[config.mk]
export PLATFORM = sky130hd
export DESIGN_NAME = scan_decoder_flat
export DESIGN_NICKNAME = d
export VERILOG_FILES = /design/src/rtl/scan_decoder_if.sv /design/src/rtl/scan_decoder.sv /design/src/flat_wrapper.sv
export SDC_FILE = /design/constraint.sdc
export NUM_CORES = 1
export LEC_CHECK = 0
export ABC_AREA = 1
export CORE_UTILIZATION = 55
export CTS_CLUSTER_DIAMETER = 200
export DETAILED_ROUTE_END_ITERATION = 7
export PLACE_DENSITY_LB_ADDON = 0.05
export SLEW_MARGIN = 0
export SYNTH_ARGS = -nofsm -noshare
export SYNTH_HDL_FRONTEND = slang
export SYNTH_SLANG_ARGS = --single-unit
[constraint.sdc]
create_clock -name i_Clk -period 5.95 [get_ports i_Clk]
set_clock_uncertainty 0.05 [all_clocks]
set_input_delay 0.8925 -clock i_Clk [delete_from_list [all_inputs] [get_ports i_Clk]]
set_output_delay 0.8925 -clock i_Clk [all_outputs]
set_load 0.01 [all_outputs]
[src/rtl/scan_decoder_if.sv]
// Select-line bus between a controller and scan_decoder: mode/load/mask controls in, select lines and scan pulses out.
// Width of the index fields follows SIZE.
interface scan_decoder_if #(
    parameter int SIZE = 8
);
    localparam int IDX_W = $clog2(SIZE);

    logic             i_Mode;
    logic [IDX_W-1:0] i_In;
    logic             i_Load;
    logic [SIZE-1:0]  i_Mask;
    logic             i_Disable;
    logic [SIZE-1:0]  o_Out;
    logic [IDX_W-1:0] o_Index;
    logic             o_Step;
    logic             o_Wrap;

    modport master (
        output i_Mode, i_In, i_Load, i_Mask, i_Disable,
        input  o_Out, o_Index, o_Step, o_Wrap
    );

    modport slave (
        input  i_Mode, i_In, i_Load, i_Mask, i_Disable,
        output o_Out, o_Index, o_Step, o_Wrap
    );
endinterface

[src/rtl/scan_decoder.sv]
// Registered one-hot select driver: direct (load-addressed) or scan (rotating, DWELL cycles per unmasked line).
// Latency 1 cycle from any input to every output; no backpressure, one decision per clock.
module scan_decoder #(
    parameter int SIZE       = 8,
    parameter int DWELL      = 4,
    parameter bit ACTIVE_LOW = 1'b0
) (
    input  logic           i_Clk,
    input  logic           i_Rst_n,
    scan_decoder_if.slave  bus
);
    localparam int IDX_W = $clog2(SIZE);
    localparam int CNT_W = (DWELL > 1) ? $clog2(DWELL) : 1;
    localparam logic [CNT_W-1:0] CNT_LAST = CNT_W'(DWELL - 1);
    localparam logic [SIZE-1:0]  INACTIVE = {SIZE{ACTIVE_LOW}};

    typedef enum logic [1:0] {
        IDLE   = 2'd0,
        DIRECT = 2'd1,
        SCAN   = 2'd2
    } state_t;

    state_t           r_state;
    logic [CNT_W-1:0] r_cnt;
    logic [IDX_W-1:0] r_idx;
    logic [SIZE-1:0]  r_out;
    logic             r_step;
    logic             r_wrap;

    logic [IDX_W-1:0] w_first_idx;
    logic [IDX_W-1:0] w_next_idx;
    logic             w_mask_any;
    logic             w_in_ok;
    int               w_j;

    function automatic logic [SIZE-1:0] sel_line(input logic [IDX_W-1:0] idx);
        logic [SIZE-1:0] v;
        v      = '0;
        v[idx] = 1'b1;
        return v ^ INACTIVE;
    endfunction

    assign w_mask_any = |bus.i_Mask;
    assign w_in_ok    = (int'(bus.i_In) < SIZE);

    always_comb begin
        w_first_idx = '0;
        for (int k = SIZE - 1; k >= 0; k--) begin
            if (bus.i_Mask[IDX_W'(k)]) w_first_idx = IDX_W'(k);
        end
    end

    // Cyclic search above r_idx; the last candidate is r_idx itself so a lone mask bit re-selects its own line.
    always_comb begin
        w_next_idx = r_idx;
        w_j        = 0;
        for (int k = SIZE; k >= 1; k--) begin
            w_j = int'(r_idx) + k;
            if (w_j >= SIZE) w_j = w_j - SIZE;
            if (bus.i_Mask[IDX_W'(w_j)]) w_next_idx = IDX_W'(w_j);
        end
    end

    always_ff @(posedge i_Clk or negedge i_Rst_n) begin
        if (!i_Rst_n) begin
            r_state <= IDLE;
            r_cnt   <= '0;
            r_idx   <= '0;
            r_out   <= INACTIVE;
            r_step  <= 1'b0;
            r_wrap  <= 1'b0;
        end else begin
            r_step <= 1'b0;
            r_wrap <= 1'b0;
            if (bus.i_Disable) begin
                r_state <= IDLE;
                r_cnt   <= '0;
                r_out   <= INACTIVE;
            end else if (!bus.i_Mode) begin
                r_cnt <= '0;
                if (r_state == SCAN) begin
                    r_state <= IDLE;
                    r_out   <= INACTIVE;
                end else if (bus.i_Load) begin
                    if (w_in_ok) begin
                        r_state <= DIRECT;
                        r_idx   <= bus.i_In;
                        r_out   <= sel_line(bus.i_In);
                    end else begin
                        r_state <= IDLE;
                        r_out   <= INACTIVE;
                    end
                end
            end else if (r_state != SCAN) begin
                r_cnt <= '0;
                if (w_mask_any) begin
                    r_state <= SCAN;
                    r_idx   <= w_first_idx;
                    r_out   <= sel_line(w_first_idx);
                end else begin
                    r_state <= IDLE;
                    r_out   <= INACTIVE;
                end
            end else if (r_cnt == CNT_LAST) begin
                r_cnt <= '0;
                if (w_mask_any) begin
                    r_idx  <= w_next_idx;
                    r_out  <= sel_line(w_next_idx);
                    r_step <= 1'b1;
                    r_wrap <= (w_next_idx <= r_idx);
                end else begin
                    r_state <= IDLE;
                    r_out   <= INACTIVE;
                end
            end else begin
                r_cnt <= r_cnt + 1'b1;
            end
        end
    end

    assign bus.o_Out   = r_out;
    assign bus.o_Index = r_idx;
    assign bus.o_Step  = r_step;
    assign bus.o_Wrap  = r_wrap;
endmodule

[src/flat_wrapper.sv]
// flat-port wrapper written by rule: the top's interface ports become plain ports
module scan_decoder_flat 
#(
    parameter int SIZE       = 8,
    parameter int DWELL      = 4,
    parameter bit ACTIVE_LOW = 1'b0
)
  (i_Clk, i_Rst_n, bus_i_Mode, bus_i_In, bus_i_Load, bus_i_Mask, bus_i_Disable, bus_o_Out, bus_o_Index, bus_o_Step, bus_o_Wrap);
  scan_decoder_if #(.SIZE(SIZE)) bus_i ();
  input  logic i_Clk;
  input  logic i_Rst_n;
  input wire logic [$bits(bus_i.i_Mode)-1:0] bus_i_Mode;
  input wire logic [$bits(bus_i.i_In)-1:0] bus_i_In;
  input wire logic [$bits(bus_i.i_Load)-1:0] bus_i_Load;
  input wire logic [$bits(bus_i.i_Mask)-1:0] bus_i_Mask;
  input wire logic [$bits(bus_i.i_Disable)-1:0] bus_i_Disable;
  output wire logic [$bits(bus_i.o_Out)-1:0] bus_o_Out;
  output wire logic [$bits(bus_i.o_Index)-1:0] bus_o_Index;
  output wire logic [$bits(bus_i.o_Step)-1:0] bus_o_Step;
  output wire logic [$bits(bus_i.o_Wrap)-1:0] bus_o_Wrap;
  assign bus_i.i_Mode = bus_i_Mode;
  assign bus_i.i_In = bus_i_In;
  assign bus_i.i_Load = bus_i_Load;
  assign bus_i.i_Mask = bus_i_Mask;
  assign bus_i.i_Disable = bus_i_Disable;
  assign bus_o_Out = bus_i.o_Out;
  assign bus_o_Index = bus_i.o_Index;
  assign bus_o_Step = bus_i.o_Step;
  assign bus_o_Wrap = bus_i.o_Wrap;
  scan_decoder #(.SIZE(SIZE), .DWELL(DWELL), .ACTIVE_LOW(ACTIVE_LOW)) u_core (.i_Clk(i_Clk), .i_Rst_n(i_Rst_n), .bus(bus_i));
endmodule
# Word-level counts from Yosys, hierarchy flattened
# Index checks and enable logic that the tools add are counted.
[classes] add_sub_neg=17 magnitude_cmp=23 eq_ne=8 n_mux=87 bitwise_logic=1 reduce_logical=9
[ops] op="2-to-1 mux 3 bit" n=27
[ops] op="2-to-1 mux 8 bit" n=8
[ops] op="< comparator 3 x 5 -> 1 bit, second input constant" n=8
[ops] op="2-to-1 mux 1 bit" n=29
[ops] op=">= comparator 4 bit, second input constant" n=7
[ops] op="binary-select mux 1 bit (select 3 bit)" n=8
[ops] op="2-to-1 mux 2 bit" n=12
[ops] op="subtractor 3 x 1 -> 3 bit, second input constant" n=8
[ops] op="adder 3 x 3 -> 4 bit, second input constant" n=4
[ops] op="< comparator 3 x 4 -> 1 bit, second input constant" n=3
[ops] op="demux 1 bit (select 3 bit)" n=3
[ops] op=">= comparator 3 x 1 -> 1 bit, second input constant" n=3
[ops] op="adder 3 x 2 -> 4 bit, second input constant" n=2
[ops] op="OR reduction 8 bit" n=1
[ops] op="adder 3 x 4 -> 5 bit, second input constant" n=1
[ops] op=">= comparator 5 x 4 -> 1 bit, second input constant" n=1
[ops] op="AND reduction 5 bit" n=1
[ops] op="adder 3 x 1 -> 4 bit, second input constant" n=1
[ops] op="== test 2 bit, second input constant" n=2
[ops] op="inequality test 2 bit, second input constant" n=2
[ops] op="inequality test 4 x 1 -> 1 bit, second input constant" n=1
[ops] op="inequality test 4 bit, second input constant" n=1
[ops] op="nonzero test 4 bit" n=1
[ops] op="less-or-equal comparator 3 bit" n=1
[ops] op="other kinds (8)" n=10
[word_totals] reg_bits=17 inputBits=16 out_inout_bits=13 word_cells=151

# Depth between registers and ports, before layout
[depth] ltp_word=23 depth_mapped=21 ltp_nobuf=19

# Least setup slack after synthesis
# Ideal clock, no wire load.
[synth_path] path_type="register to register" start="register u_core.r_idx[0], in the netlist u_core.bus.o_Index[0]" end="register u_core.r_wrap, in the netlist u_core.bus.o_Wrap" arrival_time_ps=2584 required_time_ps=5777 setup_slack_ps=3193 stages_incl_launch_ff=21 path_cell_list="dfrtp_1 buf_6 inv_4 buf_12 ha_1 inv_1 nand3_1 nand3_2 nand2_2 a21oi_1 nand2_1 nand2_1 nand2_1 nand2_1 nand2_1 nand2_2 inv_2 ha_1 nand3b_1 a32oi_1 nor3_1"
[synth_between] elab_chain_len=20 elab_cells_between_ends=70 classes_between="16 x add/sub; 9 x order compare; 45 x mux"
[synth_lines] element="from (decl)" line="scan_decoder.sv:25" source="logic [IDX_W-1:0] r_idx;"
[synth_lines] element="from (signal assigned)" line="scan_decoder.sv:87" source="r_idx <= bus.i_In;"
[synth_lines] element="from (signal assigned)" line="scan_decoder.sv:98" source="r_idx <= w_first_idx;"
[synth_lines] element="from (signal assigned)" line="scan_decoder.sv:107" source="r_idx <= w_next_idx;"
[synth_lines] element="adder 3 x 4 -> 5 bit" line="scan_decoder.sv:58" source="w_j = int'(r_idx) + k;"
[synth_lines] element=">= comparator 5 x 4 -> 1 bit / subtractor 3 x 1 -> 3 bit (equally long branches)" line="scan_decoder.sv:59" source="if (w_j >= SIZE) w_j = w_j - SIZE;"
[synth_lines] element="2-to-1 mux 3 bit" line="scan_decoder.sv:59"
[synth_lines] element="binary-select mux 1 bit (select 3 bit)" line="scan_decoder.sv:60" source="if (bus.i_Mask[IDX_W'(w_j)]) w_next_idx = IDX_W'(w_j);"
[synth_lines] element="2-to-1 mux 1 bit (implied by the code) (2 in a row)" line="scan_decoder.sv:60"
[synth_lines] element="2-to-1 mux 3 bit (8 in a row)" line="scan_decoder.sv:60"
[synth_lines] element="less-or-equal comparator 3 bit (*)" line="scan_decoder.sv:110" source="r_wrap <= (w_next_idx <= r_idx);"
[synth_lines] element="2-to-1 mux 1 bit (*)" line="scan_decoder.sv:106" source="if (w_mask_any) begin"
[synth_lines] element="2-to-1 mux 1 bit (*)" line="scan_decoder.sv:104" source="end else if (r_cnt == CNT_LAST) begin"
[synth_lines] element="2-to-1 mux 1 bit (*)" line="scan_decoder.sv:94" source="end else if (r_state != SCAN) begin"
[synth_lines] element="2-to-1 mux 1 bit (*)" line="scan_decoder.sv:79" source="end else if (!bus.i_Mode) begin"
[synth_lines] element="2-to-1 mux 1 bit (*)" line="scan_decoder.sv:75" source="if (bus.i_Disable) begin"
[synth_lines] element="to (signal assigned)" line="scan_decoder.sv:110"
[synth_lines] element="to (decl)" line="scan_decoder.sv:28" source="logic r_wrap;"
# Mark *: on every way between the ends. The rest lies on a longest branch, timed or not. The select of a mux whose other input is x is not followed.
# A chain may end at the register's enable or synchronous reset.

# Worst setup path in the final report
# Same ends and word-level chain as after synthesis.

==> flow_summary.toml <==
[clock_network]
cts_setup_buffers = 0
clk_latency_ns = 0.30
cts_buffers = 3
ctsResizeCount = 0
root_buffer = "clkbuf_4"
cts_buffer_depth = 2
cts_tree = "done"
cts_hold_buffers = 0
clk_pin_slew_ns = 0.09
h-tree-depth = 1
cts.sinks = 17

[timing]
clock.fmax_mhz = 304
period_share = 0.553
rsz0062_at_grt = "false"
finalSetupViolCount = 0
slew_headroom = 0.446
final-hold-violation-count = 0
holdWs_ns = 0.401
setup_slack_ns = 2.66
period_minus_slack_ns = 3.29
final.setup.tns_ns = 0
maxSlewViolCount = 0
worst_pin_slew_ns = 0.828

[synthesis]
synth_cells = 271
synth_area_leader_cell = "dfrtp_1"
netlist.area_leader.share = 0.237
syn_nets = 293
synth_most_common_cell = "nand2_1"
netlist_area_sq_um = 1790
yosysUniqueCellTypes = 37
synth_edf_count = 0
synth.ff_latch_count = 17
syn_avg_cell_area_sq_um = 6.62
synth_area_leaders = "dfrtp_1, nand2_1, nand3_1, inv_1, nand3_2"
yosysSeqAreaShare = 0.237
synthFlopType = "dfrtp_1"
ys_warn_count = 0
synthArstFlopShare = 1.00
ys_top_cells_by_count = "nand2_1, inv_1, nand3_1, nor2_1, dfrtp_1"

[placed_design]
placed_area_sq_um = 2050
place_ws_ns = 2.51
portBuffers = 28
gp_congestion = 0.934
place_hpwl_microns = 3530

[setup_path]
cp.arrival_ns = 3.42
crit_path_max_fanout = 13
path_class = "register to register"
crit_required_ns = 6.08
start_kind = "register"
cp-end-kind = "register"

[detailed_routing]
dr_total_vias = 1820
drc = 0
via_per_inst = 5.35
wirelength_microns = 4350
avgRoutedWirePerCell_microns = 12.8
drt_first_pass_iters = 4
ant_nets = 0
dr.first_iter.drc_count = 80

[floorplan]
num_rows = 20
ios = 29
die_h_microns = 59.1
die_w_microns = 59.1
start_util = 0.583
dieArea_sq_um = 3490
core_area_sq_um = 3080

[finish]
nNetsFinal = 319
drive_above_1_share = 0.149
fin_area_sq_um = 2070
syn2layout_area_growth_pct = 15.7
fin_util = 0.674
diodes = 0

[pwr]
ir_worst_vdd_v = 0.000195
p_per_area_nw_per_um2 = 371
leakagePower_nw = 1.05

[global_route]
antenna_found_initial = 0
overflow = 0
grt_pass1_wl_microns = 7170
track_usage = 0.272
grt_max_degree = 18
grt_pass1_vias = 1711

[run]
cap_violations = 0

[worst_hold_path]
hold_class = "register to register"

[run_status]
status = "finished clean"
## worst paths after layout
path	startpoint	endpoint	slack, ns	depth (start not counted)
worst max-delay path	u_core.bus.o_Index[0]	u_core.bus.o_Wrap	2.66	18
worst min-delay path	u_core.r_cnt[0]	u_core.r_cnt[0]	0.40	1
worst max register to register	u_core.bus.o_Index[0]	u_core.bus.o_Wrap	2.66	18
worst min register to register	u_core.r_cnt[0]	u_core.r_cnt[0]	0.40	1
max in group asynchronous	i_Rst_n	u_core.bus.o_Index[0]	4.41	1
min in group asynchronous	i_Rst_n	u_core.bus.o_Index[2]	0.97	1
## routing by layer
| metal | share of wire | track usage | up-vias |
|---|---|---|---|
| met2 | 0.50 | 0.503 | 44 |
| li1 | - | - | 936 |
| met4 | 0.042 | 0.139 | 0 |
| met1 | 0.42 | 0.311 | 823 |
| met3 | 0.031 | 0.0197 | 17 |
| met5 | 0 | 0 | - |
## where the power goes
part	total (W)	switching [W]	internal (W)
clock	0.0000617	0.0000366	0.0000251
combinational	0.000561	0.000362	0.000199
sequential	0.000146	0.0000203	0.000126
total	0.000769	0.000418	0.000350
## cell type report
class,instances,area (sq um)
Multi-Input combinational cell,210,1140
Fill cell,309,1000
Sequential cell,17,425
Timing Repair Buffer,28,280
Inverter,37,141
Tap cell,44,55.1
Clock buffer,3,22.5
Clock inverter,1,5.00
## state kept, by name, indices dropped and copies added, names as in the netlist
name / count
u_core.bus.o_Out: 8
u_core.bus.o_Index: 3
u_core.r_cnt: 2
u_core.r_state: 2
u_core.bus.o_Step: 1
u_core.bus.o_Wrap: 1
## critical path, cell delays in order, from the launching register on
cell	delay (ns)
dfrtp_1	0.65
inv_4	0.19
ha_1	0.44
inv_1	0.21
nand3_1	0.17
nand3_2	0.12
nand2_2	0.07
a21oi_1	0.11
nand2_1	0.06
nand2_1	0.06
nand2_1	0.05
nand2_1	0.05
nand2_1	0.07
nand2_2	0.10
inv_2	0.06
ha_1	0.29
nand3b_1	0.08
a32oi_1	0.25
nor3_1	0.08
## cells in the final DEF (no fill, tap or decap), types with 2 or more instances in the layout
master and instances:
o21ai_1 5, a21oi_1 16, nor2_1 19, o21ai_0 6, xnor2_1 2, nor3_1 5, nand2_2 13, nor4_1 2
nand3b_1 2, clkdlybuf4s50_1 28, clkbuf_4 3, nand2_4 3, dfrtp_1 17, nor2_2 5, nand3_2 9, inv_1 30
ha_1 6, nand2_1 73, inv_2 5, a22oi_1 3, nand3_1 30
## cells by family after synthesis
kind of cell | synth area share
simple gates | 0.457
buf+inv | 0.124
compound gates | 0.125
flops | 0.237
fa+ha+maj | 0.0419
xor+xnor | 0.0147
## metrics by stage
step / power, W / instances
floorplan: 0.000595 / 271
global placement: 0.000700 / 336
detailed placement: 0.000706 / 336
CTS: 0.000770 / 340
global route: 0.000840 / 340
finish: 0.000769 / 340
Note: power is estimated with default switching activity, not from simulation.
